==> config.mk <==
export PLATFORM = sky130hd
export DESIGN_NAME = wordline_sequencer_flat
export DESIGN_NICKNAME = d
export VERILOG_FILES = /design/src/rtl/wordline_sequencer_if.sv /design/src/rtl/wordline_sequencer.sv /design/src/flat_wrapper.sv
export SDC_FILE = /design/constraint.sdc
export NUM_CORES = 1
export LEC_CHECK = 0
export CORE_UTILIZATION = 35
export CTS_CLUSTER_DIAMETER = 120
export DETAILED_ROUTE_END_ITERATION = 10
export GPL_ROUTABILITY_DRIVEN = 0
export HOLD_SLACK_MARGIN = 0.12
export PLACE_DENSITY = 0.75
export SLEW_MARGIN = 10
export SYNTH_ARGS = -nofsm -noshare
export SYNTH_HDL_FRONTEND = slang
export SYNTH_SLANG_ARGS = --single-unit
==> constraint.sdc <==
create_clock -name clk_i -period 3.7 [get_ports clk_i]
set_input_delay 0.37 -clock clk_i [delete_from_list [all_inputs] [get_ports clk_i]]
set_output_delay 0.37 -clock clk_i [all_outputs]
set_load 0.1 [all_outputs]
==> src/rtl/wordline_sequencer_if.sv <==
// rtl/wordline_sequencer_if.sv - request channel between array controller and word-line sequencer
interface wordline_sequencer_if #(
    parameter int N_BITS = 8
);
    logic              req_valid_i;
    logic              req_ready_o;
    logic [1:0]        mode_i;
    logic [N_BITS-1:0] addr_ni;
    logic [N_BITS-1:0] count_i;

    // The controller issues requests and watches ready.
    modport master (
        output req_valid_i,
        output mode_i,
        output addr_ni,
        output count_i,
        input  req_ready_o
    );

    // The sequencer consumes requests and drives ready.
    modport slave (
        input  req_valid_i,
        input  mode_i,
        input  addr_ni,
        input  count_i,
        output req_ready_o
    );
endinterface

==> src/rtl/wordline_sequencer.sv <==
// rtl/wordline_sequencer.sv - registered one-hot word-line pulse sequencer (single/scan/broadcast)
module wordline_sequencer #(
    parameter int N_BITS       = 8,
    parameter int PULSE_CYCLES = 2,
    parameter int GAP_CYCLES   = 1
) (
    input  logic                     clk_i,
    input  logic                     rst_ni,
    input  logic                     ena_i,
    wordline_sequencer_if.slave      req,
    output logic [(2**N_BITS)-1:0]   wl_o,
    output logic [(2**N_BITS)-1:0]   wl_no,
    output logic [N_BITS-1:0]        row_o,
    output logic                     busy_o,
    output logic                     done_o
);

    localparam int ROWS = 2**N_BITS;
    localparam int PW   = $clog2(PULSE_CYCLES + 1);
    // Keep the gap counter at least one bit wide even when gaps are disabled.
    localparam int GW   = (GAP_CYCLES > 0) ? $clog2(GAP_CYCLES + 1) : 1;

    localparam logic [1:0] MODE_SCAN  = 2'b01;
    localparam logic [1:0] MODE_BCAST = 2'b10;

    typedef enum logic [1:0] {
        IDLE  = 2'b00,
        PULSE = 2'b01,
        GAP   = 2'b10
    } state_t;

    state_t              state_q, state_d;
    logic [ROWS-1:0]     wl_q, wl_d;
    logic [N_BITS-1:0]   row_q, row_d;
    logic [N_BITS-1:0]   rem_q, rem_d;
    logic [PW-1:0]       pcnt_q, pcnt_d;
    logic [GW-1:0]       gcnt_q, gcnt_d;
    logic                bcast_q, bcast_d;
    logic                done_q, done_d;
    logic                ready;
    logic [N_BITS-1:0]   row_inc;
    logic [N_BITS-1:0]   start_row;

    function automatic logic [ROWS-1:0] onehot(input logic [N_BITS-1:0] r);
        logic [ROWS-1:0] v;
        v    = '0;
        v[r] = 1'b1;
        return v;
    endfunction

    // Ready is forced low while reset is held so nothing upstream sees a spurious accept.
    assign ready           = ena_i && rst_ni && (state_q == IDLE);
    assign req.req_ready_o = ready;

    assign start_row = ~req.addr_ni;
    assign row_inc   = row_q + N_BITS'(1);

    assign wl_o   = wl_q;
    assign wl_no  = ~wl_q;
    assign row_o  = row_q;
    assign busy_o = (state_q != IDLE);
    assign done_o = done_q;

    // State and datapath registers; word lines are computed one cycle ahead so they leave a flop.
    always_ff @(posedge clk_i or negedge rst_ni) begin
        if (!rst_ni) begin
            state_q <= IDLE;
            wl_q    <= '0;
            row_q   <= '0;
            rem_q   <= '0;
            pcnt_q  <= '0;
            gcnt_q  <= '0;
            bcast_q <= 1'b0;
            done_q  <= 1'b0;
        end else begin
            state_q <= state_d;
            wl_q    <= wl_d;
            row_q   <= row_d;
            rem_q   <= rem_d;
            pcnt_q  <= pcnt_d;
            gcnt_q  <= gcnt_d;
            bcast_q <= bcast_d;
            done_q  <= done_d;
        end
    end

    // Next-state, next word-line pattern and counter updates.
    always_comb begin
        state_d = state_q;
        wl_d    = wl_q;
        row_d   = row_q;
        rem_d   = rem_q;
        pcnt_d  = pcnt_q;
        gcnt_d  = gcnt_q;
        bcast_d = bcast_q;
        done_d  = 1'b0;

        if (!ena_i) begin
            // Abort: drop the word lines, clear counters, keep the last row visible.
            state_d = IDLE;
            wl_d    = '0;
            rem_d   = '0;
            pcnt_d  = '0;
            gcnt_d  = '0;
        end else begin
            case (state_q)
                IDLE: begin
                    if (req.req_valid_i && ready) begin
                        // Only broadcast needs remembering; scan-ness lives in the row count.
                        bcast_d = (req.mode_i == MODE_BCAST);
                        row_d   = start_row;
                        rem_d   = (req.mode_i == MODE_SCAN) ? req.count_i : '0;
                        pcnt_d  = PW'(PULSE_CYCLES);
                        wl_d    = (req.mode_i == MODE_BCAST) ? '1 : onehot(start_row);
                        state_d = PULSE;
                    end
                end

                PULSE: begin
                    if (pcnt_q == PW'(1)) begin
                        if (rem_q == '0) begin
                            state_d = IDLE;
                            wl_d    = '0;
                            pcnt_d  = '0;
                            done_d  = 1'b1;
                        end else begin
                            rem_d = rem_q - N_BITS'(1);
                            if (GAP_CYCLES == 0) begin
                                // Back-to-back: the register swaps rows in one edge, never two lines high.
                                row_d  = row_inc;
                                wl_d   = onehot(row_inc);
                                pcnt_d = PW'(PULSE_CYCLES);
                            end else begin
                                state_d = GAP;
                                wl_d    = '0;
                                pcnt_d  = '0;
                                gcnt_d  = GW'(GAP_CYCLES);
                            end
                        end
                    end else begin
                        pcnt_d = pcnt_q - PW'(1);
                    end
                end

                GAP: begin
                    if (gcnt_q == GW'(1)) begin
                        state_d = PULSE;
                        row_d   = row_inc;
                        wl_d    = onehot(row_inc);
                        pcnt_d  = PW'(PULSE_CYCLES);
                        gcnt_d  = '0;
                    end else begin
                        gcnt_d = gcnt_q - GW'(1);
                    end
                end

                default: begin
                    state_d = IDLE;
                    wl_d    = '0;
                end
            endcase
        end
    end

endmodule

==> src/flat_wrapper.sv <==
// flat-port wrapper written by rule: the top's interface ports become plain ports
module wordline_sequencer_flat 
#(
    parameter int N_BITS       = 8,
    parameter int PULSE_CYCLES = 2,
    parameter int GAP_CYCLES   = 1
)
  (clk_i, rst_ni, ena_i, wl_o, wl_no, row_o, busy_o, done_o, req_req_valid_i, req_mode_i, req_addr_ni, req_count_i, req_req_ready_o);
  wordline_sequencer_if #(.N_BITS(N_BITS)) req_i ();
  input  logic clk_i;
  input  logic rst_ni;
  input  logic ena_i;
  output logic [(2**N_BITS)-1:0] wl_o;
  output logic [(2**N_BITS)-1:0] wl_no;
  output logic [N_BITS-1:0] row_o;
  output logic busy_o;
  output logic done_o;
  input wire logic [$bits(req_i.req_valid_i)-1:0] req_req_valid_i;
  input wire logic [$bits(req_i.mode_i)-1:0] req_mode_i;
  input wire logic [$bits(req_i.addr_ni)-1:0] req_addr_ni;
  input wire logic [$bits(req_i.count_i)-1:0] req_count_i;
  output wire logic [$bits(req_i.req_ready_o)-1:0] req_req_ready_o;
  assign req_i.req_valid_i = req_req_valid_i;
  assign req_i.mode_i = req_mode_i;
  assign req_i.addr_ni = req_addr_ni;
  assign req_i.count_i = req_count_i;
  assign req_req_ready_o = req_i.req_ready_o;
  wordline_sequencer #(.N_BITS(N_BITS), .PULSE_CYCLES(PULSE_CYCLES), .GAP_CYCLES(GAP_CYCLES)) u_core (.clk_i(clk_i), .rst_ni(rst_ni), .ena_i(ena_i), .req(req_i), .wl_o(wl_o), .wl_no(wl_no), .row_o(row_o), .busy_o(busy_o), .done_o(done_o));
endmodule
; Word-level counts from Yosys, hierarchy flattened
; Cells that the tools add are included.
[totals]
regBits = 278
elab_cells = 84
[classes]
n_reduce_logical = 14
add_sub_neg = 4
magnitude_cmp = 4
muxes = 39
n_bitwise = 2
eq_ne = 14
[op_table]
columns = op, n
row1 = two-way mux 256 bit, 5
row2 = one-hot mux 256 bit (3 select lines), 1
row3 = inverter 256 bit, 1
row4 = two-way mux 8 bit, 7
row5 = one-hot mux 8 bit (2 select lines), 2
row6 = less-than comparator 8 x 9 -> 1 bit (second input constant), 2
row7 = two-way mux 2 bit, 9
row8 = demux 1 bit (select 8 bit), 2
row9 = greater-or-equal comparator 8 x 1 -> 1 bit (second input constant), 2
row10 = one-hot mux 2 bit (3 select lines), 2
row11 = two-way mux 1 bit, 10
row12 = AND reduction 3 bit, 3
row13 = adder 8 x 1 -> 8 bit (second input constant), 1
row14 = logical NOT 8 bit, 1
row15 = inverter 8 bit, 1
row16 = AND reduction 4 bit, 2
row17 = subtractor 8 x 1 -> 8 bit (second input constant), 1
row18 = == test 2 x 1 -> 1 bit (second input constant), 3
row19 = inequality test 3 x 1 -> 1 bit (second input constant), 2
row20 = inequality test 3 x 2 -> 1 bit (second input constant), 2
row21 = inequality test 3 bit (second input constant), 2
row22 = logical AND 1 bit, 5
row23 = == test 2 bit (second input constant), 2
row24 = inequality test 4 x 1 -> 1 bit (second input constant), 1
row25 = 7 further kinds, 8

; Logic depth before layout (Yosys ltp)
[depth]
ltp_word = 9
depth_mapped = 8
depth_no_buf = 6

; Worst setup path after synthesis
; OpenSTA, ideal clock, no wires.
[synth_path]
path_type = reg2reg
start = reg u_core.row_q[1], in the netlist u_core.row_o[1]
end = reg u_core.wl_q[36], in the netlist u_core.wl_o[36]
required_time_ns = 3.614
t_arrival_ns = 2.537
period_less_slack_ns = 2.623
n_path_buf = 2
path_stages_with_launch = 8
path_slack_ns = 1.077
path_cell_list = dfrtp_1 -> ha_1 -> buf_2 -> or3b_2 -> o31ai_2 -> o311ai_1 -> clkbuf_1 -> o21ai_0
[synth_between]
elab_chain_len = 8
[synth_lines]
columns = element, line_no
row1 = start: declaration, wordline_sequencer.sv:34  ; logic [N_BITS-1:0] row_q, row_d;
row2 = start signal: assignment, wordline_sequencer.sv:78  ; row_q <= row_d;
row3 = adder 8 x 1 -> 8 bit (*), wordline_sequencer.sv:56  ; assign row_inc = row_q + N_BITS'(1);
row4 = less-than comparator 8 x 9 -> 1 bit (not written as such) or greater-or-equal comparator 8 x 1 -> 1 bit (tied branches), wordline_sequencer.sv:47  ; v[r] = 1'b1;
row5 = logical AND 1 bit (not written as such), wordline_sequencer.sv:47
row6 = two-way mux 1 bit (not written as such), wordline_sequencer.sv:47
row7 = demux 1 bit (select 8 bit) (*), n/a
row8 = two-way mux 256 bit (*), wordline_sequencer.sv:146  ; if (gcnt_q == GW'(1)) begin
row9 = one-hot mux 256 bit (3 select lines) (*), wordline_sequencer.sv:106  ; case (state_q)
row10 = two-way mux 256 bit (*), wordline_sequencer.sv:98  ; if (!ena_i) begin
row11 = end signal: assignment, wordline_sequencer.sv:77  ; wl_q <= wl_d;
row12 = end: declaration, wordline_sequencer.sv:33  ; logic [ROWS-1:0] wl_q, wl_d;
; Mark *: on every way between the ends. The rest lies on a longest branch, timed or not. The select of a mux whose other input is x is not followed.
; A chain may end at the register's enable or synchronous reset.

; Worst setup path in the final report
[layout_path]
start = reg u_core.row_q[0], in the netlist u_core.row_o[0]
end = reg u_core.wl_q[61], in the netlist u_core.wl_o[61]
; The elaborated chain is that of the path after synthesis.

==> metrics.yaml <==
status: "complete, no violations"
drc: 0
start_util_pct: 35.74
max_freq_mhz: 325.0
setup_tns_ps: 0
cp-start-kind: "flop"
dieArea_um2: 46400
ys_types: 76
wl_met3_um: 7987
cts_root_buf: "clkbuf_16"
viasPerCell: 6.256
swShare_pct: 42.64
skew_ps: 34.37
cts.clk_slew.worst_paths_ps: 70
track_usage_pct: 29.76
grt_pass1_wl_um: 107000
synth_edf_count: 0
maxSlewViolCount: 0
antenna_found_initial: 2
stdcell_area_um2: 22750
seqPwrFrac_pct: 33.9
clk_latency_ps: 590
yosysWarnings: 0
grt_max_degree: 147
syn_area_um2: 15940
routed-wl-met2_um: 33560
netSwitchingPower_w: 0.004239
critPathMaxFanout: 14
p_per_area_nw_per_um2: 436.9
syn_inst: 1784
async_flop_share_pct: 100.0
ys_ff_latch: 278
post_drt_wl_per_cell_um: 25.62
port_buffers: 544
internal_power_w: 0.005703
chipWidth_um: 215.4
crit_arrival_ps: 3550
relSlewSlack_pct: 10.33
htree_levels: 1
post_dp_cell_area_um2: 21690
cts-buffers-inserted: 30
grt_setup_unrepaired: "no"
synth.avg_cell_area_um2: 8.935
cts_tree: "yes"
fin_crit_sh_pct: 83.15
hold_viol_final: 0
place_hpwl_um: 48930
cts_max_path_buffers: 3
combPwrFrac_pct: 34.0
reg2reg_to: "u_core.wl_o[61]"
drt-total-wl_um: 72080
die_y_um: 215.4
vdd_drop_max_uv: 339.0
hold_class: "input port to async pin"
top_layer: "met4"
drive_gt1_share_pct: 6.577
layout.nets: 2228
reg2reg_slack_ps: 620
worstSetupPathType: "flop to flop"
ioPinCount: 545
firstDrtPassIters: 7
via_count: 17600
area_delta_synth_final_pct: 42.74
leakage_nw: 8.490
rows: 77
finalSetupViolations: 0
met1_length_um: 27550
cp-end-kind: "flop"
cp.required_ps: 4170
worst_pin_slew_ps: 1339
cts_num_sinks: 278
drv_cap: 0
min_period_ps: 3077
multiInputGateArea_um2: 7118
ff2ff_path_depth: 4
cts_setup_buffers: 0
power_frac_clock_pct: 32.0
gr-total-overflow: 0
fillers: 4010
synthFlopType: "dfrtp_1"
regArea_um2: 6957
r2r_start: "u_core.row_o[0]"
synth-seq-area-share_pct: 43.64
synth_nets: 1814
detail-route-antenna-nets: 0
core-area_um2: 44610
first_iter_violations: 2363
grt_pass1_vias: 16660
logic make-up after synthesis:
group | after synthesis | synth area share [%]
AOI/OAI and AO/OA | 864 | 36.92
buffers and inverters | 479 | 12.10
DFF | 278 | 43.64
and+or+nand+nor | 149 | 6.311
adders and majority gates | 8 | 0.6280
xor gates and xnor gates | 3 | 0.2120
muxes | 3 | 0.1962
placed cells by master (no fill, tap or decap), drive strengths merged, types with 4 or more instances in the layout:
master         Yosys  final
clkbuf           125     42
o41ai             64     64
and3b              4      4
o311ai             5      5
nand2b             7      7
and2               7      7
nor2              17     17
nand4             15     15
a31oi              5      5
nor3              10     10
or4b               8      8
o211ai            15     15
inv              269    269
dfrtp            278    278
nand3              4      4
buf               85     54
o31ai            156    156
nand4bb           12     12
a22oi            259    259
clkinv             0      7
clkdlybuf4s50      0    537
o21ai            308    308
nand2             36     36
a21oi             23     23
nand4b             8      8
o22a               6      6
and3               4      4
ha                 8      8
cell usage after synthesis, types with 3 or more instances:
cell       instances  share of area, %
o41ai_1           59               3.2
inv_1            269               6.3
a21oi_1           22              0.69
a22oi_1          258                12
or4b_1             8              0.50
nand2b_1           7              0.27
nand4bb_1         12              0.85
nand4_1           13              0.51
a21o_1             3              0.14
o211ai_2           5              0.39
and2_1             7              0.27
ha_1               8              0.63
o21ai_1           15              0.47
clkbuf_1         123               2.9
nor2_1            17              0.40
buf_1              4             0.094
dfrtp_1          278                44
buf_4              8              0.38
nor3_1             8              0.25
and3b_1            4              0.22
buf_2             72               2.3
a31oi_1            5              0.20
o21ai_0          291               9.1
o22a_1             6              0.33
and3_1             4              0.16
nand2_1           36              0.85
o311ai_1           4              0.22
o41ai_2            5              0.51
a32oi_1            3              0.16
o31ai_1          154               7.3
o211ai_1           9              0.42
nand4b_1           8              0.44
worst max-delay path by stage:
| stage | startpoint | to | slack [ps] | cells after the start |
|---|---|---|---|---|
| global route | u_core.row_o[0] | u_core.wl_o[209] | 480 | 5 |
| CTS | u_core.row_o[0] | u_core.wl_o[209] | 720 | 5 |
| detailed placement | u_core.row_o[0] | u_core.wl_o[96] | 770 | 5 |
| finish | u_core.row_o[0] | u_core.wl_o[61] | 620 | 4 |
| global placement | u_core.row_o[0] | u_core.wl_o[32] | 870 | 5 |
| floorplan | u_core.row_o[1] | u_core.wl_o[36] | 1080 | 7 |
routing by layer:
layer	GRT usage (%)	vias up
met5	0	-
met4	11.99	0
met3	5.807	229
met2	47.55	1428
met1	39.55	8534
li1	-	7413
power groups by stage:
stage,Sequential (W),Clock (W),Combinational (W)
floorplan,0.00414,0,0.00170
CTS,0.00337,0.00319,0.00335
finish,0.00337,0.00319,0.00338
global route,0.00339,0.00331,0.00350
global placement,0.00341,0,0.00332
detailed placement,0.00342,0,0.00334
state kept, by name (all words and copies together), names as in the netlist:
| signal | count |
|---|---|
| u_core.done_o | 1 |
| u_core.wl_o | 256 |
| u_core.state_q | 2 |
| u_core.row_o | 8 |
| u_core.pcnt_q | 2 |
| u_core.rem_q | 8 |
| u_core.gcnt_q | 1 |
cell type report:
class                      instances  share of cell area (%)
multi-input combinational       1027                   31.28
sequential                       278                   30.57
timing repair buffer             592                   25.87
inverter                         269                   4.438
clock buffer                      42                   3.893
tap                              592                   3.255
clock inverter                    12                  0.6654
antenna                            2                 0.02200
timing repair:
action	4_1_cts	5_1_grt
endpoints found under the hold margin	48	0
resized for setup	0	0
hold buffers	1	0
critical path, cell delays in order, from the launching register on:
cell and delay, ps:
dfrtp_1 600, nand4_1 300, o21ai_1 860, nand4_1 730, o31ai_1 460
stage by stage:
step                power, W  util [%]  instances  hold slack, ps  worst slack [ps]
detailed placement  0.006764     48.63       2756           199.9             768.4
CTS                 0.009912     50.98       2811           208.6             717.3
global placement    0.006728     48.63       2756           200.7             870.3
floorplan           0.005843         -       1784           74.41              1077
global route         0.01020     51.01       2814           238.9             480.4
finish              0.009942     51.01       2814           206.5             623.4
No activity file was read; power rests on OpenSTA's default activity.
